<file path="src/rtl/weight_feeder.sv">
// Weight feeder: takes one N x N tile a row at a time, streams it column-skewed
// into the top edge of the systolic array, then fires the per-row switch staircase.
module weight_feeder #(
    parameter int N          = 2,
    parameter int DATA_WIDTH = 16
) (
    input  logic                    clk,
    input  logic                    rst,
    input  logic [N*DATA_WIDTH-1:0] in_data,
    input  logic                    in_valid,
    output logic                    in_ready,
    output logic [N*DATA_WIDTH-1:0] wf_weight_out,
    output logic [N-1:0]            wf_accept_w_out,
    output logic [N-1:0]            wf_switch_out,
    output logic                    busy,
    output logic                    done
);

    localparam int CW = $clog2(2 * N);

    localparam logic [2:0] S_IDLE   = 3'd0;
    localparam logic [2:0] S_LOAD   = 3'd1;
    localparam logic [2:0] S_DRAIN  = 3'd2;
    localparam logic [2:0] S_SWITCH = 3'd3;
    localparam logic [2:0] S_DONE   = 3'd4;

    logic [2:0]              state, state_nx;
    logic [CW-1:0]           row_cnt, row_nx;
    logic [CW-1:0]           step_cnt, step_nx;
    logic [N*DATA_WIDTH-1:0] tile    [N];
    logic [N*DATA_WIDTH-1:0] tile_nx [N];
    logic [N*DATA_WIDTH-1:0] weight_nx;
    logic [N-1:0]            accept_nx;
    logic [N-1:0]            switch_nx;
    logic                    xfer;

    assign xfer = in_valid & in_ready;

    always_comb begin
        state_nx = state;
        row_nx   = row_cnt;
        step_nx  = step_cnt;
        case (state)
            S_IDLE, S_LOAD: begin
                if (xfer) begin
                    if (row_cnt == CW'(N - 1)) begin
                        state_nx = S_DRAIN;
                        row_nx   = '0;
                        step_nx  = '0;
                    end else begin
                        state_nx = S_LOAD;
                        row_nx   = row_cnt + CW'(1);
                    end
                end
            end
            S_DRAIN: begin
                if (step_cnt == CW'(2 * N - 2)) begin
                    state_nx = S_SWITCH;
                    step_nx  = '0;
                end else begin
                    step_nx = step_cnt + CW'(1);
                end
            end
            S_SWITCH: begin
                if (step_cnt == CW'(N - 1)) begin
                    state_nx = S_DONE;
                    step_nx  = '0;
                end else begin
                    step_nx = step_cnt + CW'(1);
                end
            end
            S_DONE:  state_nx = S_IDLE;
            default: state_nx = S_IDLE;
        endcase
    end

    // The last row is bypassed into the drain mux so column 0 can fire the cycle after it arrives.
    always_comb begin
        for (int r = 0; r < N; r++) begin
            tile_nx[r] = tile[r];
            if (xfer && row_cnt == CW'(r)) begin
                tile_nx[r] = in_data;
            end
        end
    end

    always_comb begin
        int t;
        t         = int'(step_nx);
        weight_nx = '0;
        accept_nx = '0;
        switch_nx = '0;
        for (int c = 0; c < N; c++) begin
            if (state_nx == S_DRAIN && t >= c && t < c + N) begin
                accept_nx[c] = 1'b1;
                for (int r = 0; r < N; r++) begin
                    if (r == N - 1 - (t - c)) begin
                        weight_nx[c*DATA_WIDTH +: DATA_WIDTH] = tile_nx[r][c*DATA_WIDTH +: DATA_WIDTH];
                    end
                end
            end
        end
        for (int r = 0; r < N; r++) begin
            if (state_nx == S_SWITCH && t == r) begin
                switch_nx[r] = 1'b1;
            end
        end
    end

    always_ff @(posedge clk or negedge rst) begin
        if (!rst) begin
            state           <= S_IDLE;
            row_cnt         <= '0;
            step_cnt        <= '0;
            in_ready        <= 1'b0;
            busy            <= 1'b0;
            done            <= 1'b0;
            wf_weight_out   <= '0;
            wf_accept_w_out <= '0;
            wf_switch_out   <= '0;
        end else begin
            state           <= state_nx;
            row_cnt         <= row_nx;
            step_cnt        <= step_nx;
            in_ready        <= (state_nx == S_IDLE) || (state_nx == S_LOAD);
            busy            <= (state_nx != S_IDLE);
            done            <= (state_nx == S_DONE);
            wf_weight_out   <= weight_nx;
            wf_accept_w_out <= accept_nx;
            wf_switch_out   <= switch_nx;
        end
    end

    always_ff @(posedge clk) begin
        for (int r = 0; r < N; r++) begin
            tile[r] <= tile_nx[r];
        end
    end

endmodule

</file>
<file path="config.mk">
export PLATFORM = sky130hd
export DESIGN_NAME = weight_feeder
export DESIGN_NICKNAME = d
export VERILOG_FILES = /design/src/rtl/weight_feeder.sv
export SDC_FILE = /design/constraint.sdc
export NUM_CORES = 1
export LEC_CHECK = 0
export CORE_ASPECT_RATIO = 0.8
export CORE_MARGIN = 4
export CORE_UTILIZATION = 57
export CTS_BUF_LIST = sky130_fd_sc_hd__clkbuf_4
export CTS_CLUSTER_DIAMETER = 200
export DETAILED_ROUTE_END_ITERATION = 8
export PLACE_DENSITY = 0.88
export SETUP_SLACK_MARGIN = 0.4
export SLEW_MARGIN = 25
export SYNTH_ARGS = -nofsm -noshare
export SYNTH_HDL_FRONTEND = slang
export SYNTH_SLANG_ARGS = --single-unit
</file>
<file path="constraint.sdc">
create_clock -name clk -period 4.25 [get_ports clk]
set_input_delay 0.85 -clock clk [delete_from_list [all_inputs] [get_ports clk]]
set_output_delay 0.85 -clock clk [all_outputs]
set_load 0.03 [all_outputs]
</file>
==> flow_metrics.tcl, run 1 <==
set metrics [dict create \
    setup_viol 0 \
    ys_warn_count 0 \
    async_flop_share 0.4182 \
    fp.dieH_um 81.84 \
    ys.flop_type "dfxtp_1" \
    synth_area_leader_cell "dfxtp_1" \
    skew_ns 0.01815 \
    finalInstanceArea_um2 4800 \
    clk_pin_slew_ns 0.16 \
    fin_nets 399 \
    post-place-ws_ns 1.301 \
    drcViolationCount 0 \
    insertion_delay_ns 0.46 \
    synth_common_cells "dfxtp_1 (64), mux2_2 (62), dfrtp_1 (46)" \
    synthesis.nets 330 \
    grt_pass1_wl_um 12230 \
    drtIter0Drc 77 \
    portBuffers 73 \
    tightestPinTransition_ns 1.054 \
    avgSynthCellArea_um2 13.17 \
    fin_crit_ns 2.449 \
    worst_slew_margin_rel 0.2945 \
    cts-buffers-inserted 9 \
    yosys.cell_count.top_type "dfxtp_1" \
    ctsResizeCount 0 \
    htree_levels 3 \
    initial_utilization 0.5971 \
    yosysSeqAreaShare 0.6261 \
    cts_num_sinks 110 \
    drt_pass1_iterations 5 \
    crit_path_start_kind "input port" \
    grt_pass1_vias 2502 \
    dpl.hpwl_um 4983 \
    placementRows 26 \
    synth_seq_cells 110 \
    grt_overflow 0 \
    placed_cell_area_um2 4664 \
    finalPower_mw 3.690 \
    area_growth_pct 23.54 \
    critPathMaxFanout 17 \
    synth_area_um2 3885 \
    cts_root_buf "clkbuf_4" \
    end_kind "flip-flop" \
    synth_area_leaders "dfxtp_1 (33%), dfrtp_1 (30%), mux2_2 (18%)" \
    detail-route-antenna-nets 0 \
    die_area_um2 8209 \
    drv_slew 0 \
    netlist_instances 295 \
    setup_ws_ns 1.801 \
    core_area_um2 6506 \
    cts_tree "done" \
    cts_setup_buffers 0 \
    cp_data_required_time_ns 4.58 \
    outcome "complete, no violations" \
    avgViaCountPerCell 5.384 \
    worst-setup-path-type "in2reg" \
    drive_above_1_share 0.2412 \
    holdWs_ns 0.3823 \
    tns_ns 0 \
    die_width_um 100.3 \
    grtUsageTotal 0.1921 \
    crit_start "in_valid" \
    r2r-start "step_cnt[0]" \
    wl_per_cell_um 16.56 \
    antenna_found_initial 0 \
    powerDensity_nw_per_um2 768.8 \
    irDropWorstVdd_mv 0.3454 \
    place_congestion 0.7783 \
    routed-via-count 2439 \
    hold_viol 0 \
    num_antenna_cells 0 \
    critPathArrivalTime_ns 2.78 \
    fin_crit_sh 0.5763 \
    synth-edff-count 0 \
    hold_buffers 0 \
    io_pins 74 \
    max_freq_mhz 408.3 \
    cap_violations 0 \
    hp-class "in2async" \
    grt_max_degree 47 \
    cts.path.max_buffers 2 \
    grt_setup_unrepaired "false" \
    synth_cell_types 34 \
    synth_top_area_share 0.3298 \
    drt-total-wl_um 7501 \
    p_leak_nw 2.001 \
]
sequential cells by signal, indices dropped and copies added, names as in the netlist:
signal           flops
in_ready             1
wf_switch_out        2
state                3
step_cnt             2
tile                64
wf_weight_out       32
busy                 1
done                 1
row_cnt              2
wf_accept_w_out      2
area by class of cell:
type | count | area (um^2)
repair buffers | 75 | 743.2
clock inverters | 6 | 57.56
multi-input cells | 165 | 1375
inverters | 3 | 11.26
flip-flops and latches | 110 | 2432
clock buffers | 10 | 75.07
well taps | 84 | 105.1
fillers | 443 | 1707
layout by cell type, fill, tap and decap left out, drive strengths merged, types with 3 or more instances in the layout:
cell and count:
nand2 30, nand2b 4, nor3 4, clkbuf 10, clkdlybuf4s50 72, inv 5
dfrtp 46, a21oi 14, buf 3, dfxtp 64, mux2i 3, a32o 15
mux2 64, nor2 10, nor2b 3
routing by layer:
| layer | part of all wire | GRT usage | routed length [um] |
|---|---|---|---|
| met5 | 0 | 0 | 0 |
| met4 | 0.0084 | 0.04845 | 63 |
| met3 | 0.044 | 0.05942 | 329 |
| met2 | 0.50 | 0.3261 | 3750 |
| met1 | 0.45 | 0.2418 | 3359 |
metrics by stage:
step	cells	utilization
after floorplan	295	-
after global placement	437	0.7162
after global routing	453	0.7377
final	453	0.7377
after CTS	453	0.7373
after detailed placement	437	0.7169
worst paths after layout:
kind                                     end  slack [ns]  depth (start not counted)
max                        wf_weight_out[13]        1.80                          7
min                        wf_weight_out[10]        0.38                          1
max reg2reg                wf_weight_out[31]        2.09                          3
min reg2reg                      tile[0][12]        0.48                          1
max in group asynchronous  wf_weight_out[23]        3.45                          1
min in group clk                 tile[0][12]        0.48                          1
logic make-up (layout without fill, tap and decap cells):
logic type	after synthesis	in the layout	share of synthesized area
simple gates	56	56	0.07279
flops	110	110	0.6261
xor+xnor	2	2	0.004510
compound gates	40	40	0.08052
mux	67	67	0.1932
buf+inv	20	94	0.02287
report_power, final:
group	internal [mW]	switching [mW]	leakage, nW
registers	1.48	0.163	1.15
clock network	0.137	0.341	0.0664
logic	0.706	0.862	0.784
critical path, stage by stage:
cell	delay, ns
clkdlybuf4s50_1	0.53
nand4b_4	0.11
a21o_1	0.26
a21oi_4	0.48
inv_2	0.28
mux2i_1	0.21
nor2_1	0.05
Note: power is estimated with default switching activity, not from simulation.
==> run 2, diff against run 1 <==
--- a/config.mk
+++ b/config.mk
@@ -7,11 +7,11 @@
 export LEC_CHECK = 0
 export CORE_ASPECT_RATIO = 0.8
 export CORE_MARGIN = 4
-export CORE_UTILIZATION = 57
+export CORE_UTILIZATION = 48
 export CTS_BUF_LIST = sky130_fd_sc_hd__clkbuf_4
 export CTS_CLUSTER_DIAMETER = 200
 export DETAILED_ROUTE_END_ITERATION = 8
-export PLACE_DENSITY = 0.88
+export PLACE_DENSITY = 0.8
 export SETUP_SLACK_MARGIN = 0.4
 export SLEW_MARGIN = 25
 export SYNTH_ARGS = -nofsm -noshare
==> constraint.sdc (replaced) <==
create_clock -name clk -period 2.2 [get_ports clk]
set_input_delay 0.44 -clock clk [delete_from_list [all_inputs] [get_ports clk]]
set_output_delay 0.44 -clock clk [all_outputs]
set_load 0.03 [all_outputs]
==> flow_metrics.tcl, run 2 (synthesis gave the netlist of run 1 again) <==
set metrics [dict create \
    hold_viol 0 \
    worst_slew_margin_rel 0.5484 \
    irDropWorstVdd_mv 0.6512 \
    outcome "complete, no violations" \
    cts.path.max_buffers 2 \
    largest_reg_flops 64 \
    finalInstanceArea_um2 4986 \
    drcViolationCount 0 \
    placed_cell_area_um2 4831 \
    cp_data_required_time_ns 2.54 \
    num_antenna_cells 0 \
    grtUsageTotal 0.1698 \
    reg_top3 "tile: 64 flops, wf_weight_out: 32 flops, state: 3 flops" \
    powerDensity_nw_per_um2 1505 \
    clk_pin_slew_ns 0.15 \
    fp.dieH_um 88.47 \
    critPathMaxFanout 9 \
    portBuffers 73 \
    grt_pass1_vias 2538 \
    cap_violations 0 \
    skew_ns 0.01909 \
    cts_num_sinks 110 \
    fin_crit_sh 0.8000 \
    cts_tree "done" \
    detail-route-antenna-nets 0 \
    drtIter0Drc 121 \
    tightestPinTransition_ns 0.6767 \
    die_width_um 108.6 \
    drv_slew 0 \
    wl_per_cell_um 15.51 \
    regArea_um2 2435 \
    layout_common_cells "dfxtp_1 (64), mux2_2 (62), dfrtp_1 (44)" \
    tns_ns 0 \
    dpl.hpwl_um 5231 \
    htree_levels 3 \
    drive_above_1_share 0.2644 \
    avgViaCountPerCell 5.039 \
    critPathArrivalTime_ns 2.10 \
    cp_slowest_cell "clkdlybuf4s50_1" \
    core_area_um2 7910 \
    cts-buffers-inserted 9 \
    drt-total-wl_um 7599 \
    setup_viol 0 \
    top_register "tile" \
    end_kind "flip-flop" \
    nFillCells 677 \
    p_leak_nw 2.258 \
    place_congestion 0.7538 \
    initial_utilization 0.4911 \
    final_util 0.6303 \
    io_pins 74 \
    cts_root_buf "clkbuf_4" \
    crit_path_start_kind "input port" \
    grt_overflow 0 \
    routed-via-count 2469 \
    placementRows 29 \
    antenna_found_initial 0 \
    worst-setup-path-type "in2reg" \
    grt_pass1_wl_um 12540 \
    hp-class "reg2reg" \
    grt_setup_unrepaired "false" \
    die_area_um2 9606 \
    insertion_delay_ns 0.44 \
    fin_crit_ns 1.760 \
    crit_chain "clkdlybuf4s50_1 -> nand2_1 -> nor3_4 -> buf_4 -> mux2_2 -> a32o_1" \
    area_growth_pct 28.34 \
    multi_input_area_um2 1373 \
    max_freq_mhz 568.2 \
    fin_nets 412 \
    layout_commonest_cell "dfxtp_1" \
    grt_max_degree 26 \
    cpPeakStageDelay_ns 0.53 \
    drt_pass1_iterations 4 \
]
[run 2: cell types whose count changed in the layout (fill, tap and decap cells not counted), moves of 2 or more]
cell	before	now
clkdlybuf4s50_1	72	33
dlygate4sd2_1	0	39
buf_4	3	10
buf_12	0	4
bufinv_16	0	3
dfrtp_1	46	44
dfrtp_2	0	2
inv_6	2	0
[run 2: timing repair]
item / 4_1_cts / 5_1_grt
endpoints found under the hold margin: 21 / 0
resized for setup: 41 / 3
setup endpoints to repair: 56 / 9
pin swaps: 0 / 0
setup buffers: 0 / 0
hold buffers: 1 / 0
[run 2: path summary, 6_finish.rpt]
| check | from | to | slack [ns] | cells after the start |
|---|---|---|---|---|
| max | in_valid | wf_weight_out[20] | 0.44 | 6 |
| min | tile[0][9] | tile[0][9] | 0.47 | 1 |
| max reg2reg | state[2] | wf_weight_out[13] | 0.52 | 7 |
| min reg2reg | tile[0][9] | tile[0][9] | 0.47 | 1 |
| max in group asynchronous | rst | in_ready | 1.17 | 3 |
| min in group asynchronous | rst | wf_weight_out[5] | 0.50 | 2 |
[run 2: report_power, final]
group	internal [mW]	switching, mW
Combinational	1.43	1.71
Clock	0.587	0.602
Sequential	2.86	0.309
Total	4.89	2.62
[run 2: per-stage QoR]
stage	hold slack, ns	setup WS [ns]	total power, mW	cells
2_1_floorplan	0.1444	0.4750	5.384	295
3_3_place_gp	0.4407	0.02528	6.351	473
3_5_place_dp	0.4449	-0.003463	6.483	473
4_1_cts	0.4775	0.4360	7.570	490
5_1_grt	0.4886	0.4025	8.020	490
6_report	0.4749	0.4400	7.502	490
[run 2: final cells by class]
cell class / instances / share of cell area
Inverter: 3 / 0.003262
Clock inverter: 6 / 0.02208
Multi-Input combinational cell: 165 / 0.2753
Tap cell: 108 / 0.02710
Timing Repair Buffer: 88 / 0.1689
Sequential cell: 110 / 0.4883
Clock buffer: 10 / 0.01506
[run 2: worst max-delay path: cells and delay by family]
kind	cells	cell delay, ns
AOI/OAI and AO/OA	1	0.22
buffers and inverters	2	0.76
muxes	1	0.37
and+or+nand+nor	2	0.31
[run 2: routing by layer]
metal / track usage / vias to the layer above / routed length [um] / share of wire
met5: 0 / - / 0 / 0
met4: 0.03784 / 0 / 78 / 0.010
met3: 0.04741 / 6 / 340 / 0.045
met2: 0.2776 / 46 / 3717 / 0.49
met1: 0.2281 / 1217 / 3463 / 0.46
li1: - / 1200 / - / -
==> run 3, diff against run 2 <==
==> constraint.sdc (replaced) <==
create_clock -name clk -period 1.6 [get_ports clk]
set_input_delay 0.32 -clock clk [delete_from_list [all_inputs] [get_ports clk]]
set_output_delay 0.32 -clock clk [all_outputs]
set_load 0.03 [all_outputs]
==> flow_metrics.tcl, run 3 (synthesis gave the netlist of run 1 again) <==
set metrics [dict create \
    drcViolationCount 0 \
    fin_crit_sh 1.077 \
    skew_ns 0.02438 \
    hold_viol 0 \
    seq_power_share 0.344 \
    grt_overflow 0 \
    initial_utilization 0.4911 \
    crit_path_start_kind "flip-flop" \
    placementRows 29 \
    grtUsageTotal 0.2055 \
    hp-class "in2async" \
    ff2ff_path_depth 6 \
    avgViaCountPerCell 5.307 \
    p_leak_nw 2.759 \
    crit_start "row_cnt[1]" \
    layout_common_cells "dfxtp_1 (64), buf_6 (54), mux2_4 (51)" \
    worst-setup-path-type "reg2reg" \
    cts_root_buf "clkbuf_4" \
    insertion_delay_ns 0.45 \
    met2_length_um 5270 \
    wl_per_cell_um 19.50 \
    reg_top3 "tile: 64 flops, wf_weight_out: 32 flops, state: 3 flops" \
    die_width_um 108.6 \
    cts.path.max_buffers 2 \
    detail-route-antenna-nets 0 \
    place_congestion 0.8141 \
    drv_slew 0 \
    powerDensity_nw_per_um2 2177 \
    grt_setup_unrepaired "true" \
    max_freq_mhz 580.2 \
    critPathArrivalTime_ns 2.08 \
    die_area_um2 9606 \
    antenna_found_initial 0 \
    power.internal_mw 8.190 \
    place_inst 485 \
    layout_commonest_cell "dfxtp_1" \
    area_growth_pct 53.17 \
    routed-via-count 2839 \
    endpoint "wf_weight_out[31]" \
    cts-buffers-inserted 9 \
    highest_layer "met4" \
    wl_met3_um 494 \
    outcome "finished with violations" \
    tightestPinTransition_ns 0.5993 \
    r2r-start "row_cnt[1]" \
    drt_pass1_iterations 5 \
    fin_nets 457 \
    nFillCells 492 \
    switching_power_mw 4.762 \
    top_register "tile" \
    drive_above_1_share 0.5059 \
    largest_reg_flops 64 \
    finalPower_mw 12.95 \
    holdWs_ns 0.3827 \
    pwr-share-clk 0.103 \
    grt_pass1_wl_um 14920 \
    cap_violations 0 \
    cts_num_sinks 110 \
    rrSetupSlack_ns -0.12 \
    fin_crit_ns 1.724 \
    drt-total-wl_um 10430 \
    critPathMaxFanout 6 \
    io_pins 74 \
    setup_ws_ns -0.1237 \
    dpl.hpwl_um 5664 \
    clk_pin_slew_ns 0.18 \
    wl_met1_um 4379 \
    placed_cell_area_um2 5024 \
    portBuffers 73 \
    worst_slew_margin_rel 0.6005 \
    htree_levels 3 \
    combPwrFrac 0.553 \
    grt_pass1_vias 2876 \
    cp_data_required_time_ns 1.95 \
    finalInstanceArea_um2 5951 \
    irDropWorstVdd_mv 1.003 \
    netSwitchingFraction 0.3677 \
    post-place-ws_ns -0.5007 \
    core_area_um2 7910 \
    end_kind "flip-flop" \
    grt_max_degree 27 \
    cts_tree "done" \
    num_antenna_cells 0 \
    r2r_end "wf_weight_out[31]" \
    drtIter0Drc 113 \
    fp.dieH_um 88.47 \
    violations "negative setup slack" \
    layout.cells.non_filler 535 \
    setup_viol 30 \
]
==> run 3: cell count changes in the layout (fill, tap and decap cells not counted), moves of 18 or more <==
cell and delta:
dlygate4sd2_1 -38, mux2_2 -49, mux2_4 +51, buf_4 +18
buf_6 +54
==> run 3: how the worst min path moves through the flow <==
stage	start	end
floorplan	rst	busy
global placement	rst	wf_weight_out[16]
detailed placement	rst	wf_weight_out[16]
CTS	rst	wf_weight_out[14]
global route	rst	wf_weight_out[25]
finish	rst	wf_weight_out[26]
==> run 3: power groups by stage <==
stage / sequential, mW / combinational [mW] / clock [mW]
final: 4.46 / 7.17 / 1.33
after global routing: 4.55 / 7.56 / 1.49
after CTS: 4.42 / 6.26 / 1.35
after detailed placement: 4.41 / 5.03 / 0
after global placement: 4.37 / 4.87 / 0
after floorplan: 4.75 / 3.12 / 0
==> run 3: routing by layer <==
layer / vias to the layer above / GRT usage
met5: - / 0
met4: 0 / 0.07798
met3: 21 / 0.05033
met2: 85 / 0.3561
met1: 1434 / 0.2506
li1: 1299 / -
==> run 3: final cells by class <==
| class | count | area [um^2] | area share |
|---|---|---|---|
| Sequential cell | 110 | 2437 | 0.4096 |
| Multi-Input combinational cell | 165 | 1707 | 0.2868 |
| Timing Repair Buffer | 133 | 1510 | 0.2538 |
| Tap cell | 108 | 135.1 | 0.02271 |
| Clock buffer | 10 | 75.07 | 0.01262 |
| Clock inverter | 6 | 62.56 | 0.01051 |
| Inverter | 3 | 23.77 | 0.003995 |
==> run 3: per-stage QoR <==
stage / utilization / setup TNS [ns]
6_report: 0.7523 / -1.999
5_1_grt: 0.7523 / -3.722
4_1_cts: 0.7129 / -0.3849
3_5_place_dp: 0.6351 / -30.08
3_3_place_gp: 0.6351 / -26.99
2_1_floorplan: - / -0.4616
==> run 3: worst max-delay path, cell delays in order (launching register included) <==
cell,delay [ns]
dfrtp_1,0.42
nand4b_4,0.22
buf_6,0.16
buf_6,0.11
buf_8,0.13
mux2_4,0.31
a32o_2,0.29
==> run 3: what timing repair did <==
action | 4_1_cts | 5_1_grt
buffers inserted | 15 | 12
hold endpoints to repair | 20 | 0
pin swaps | 10 | 20
hold buffers | 1 | 0
endpoints found under the setup margin | 141 | 147
gates resized for setup | 324 | 44
cloned | 3 | 3
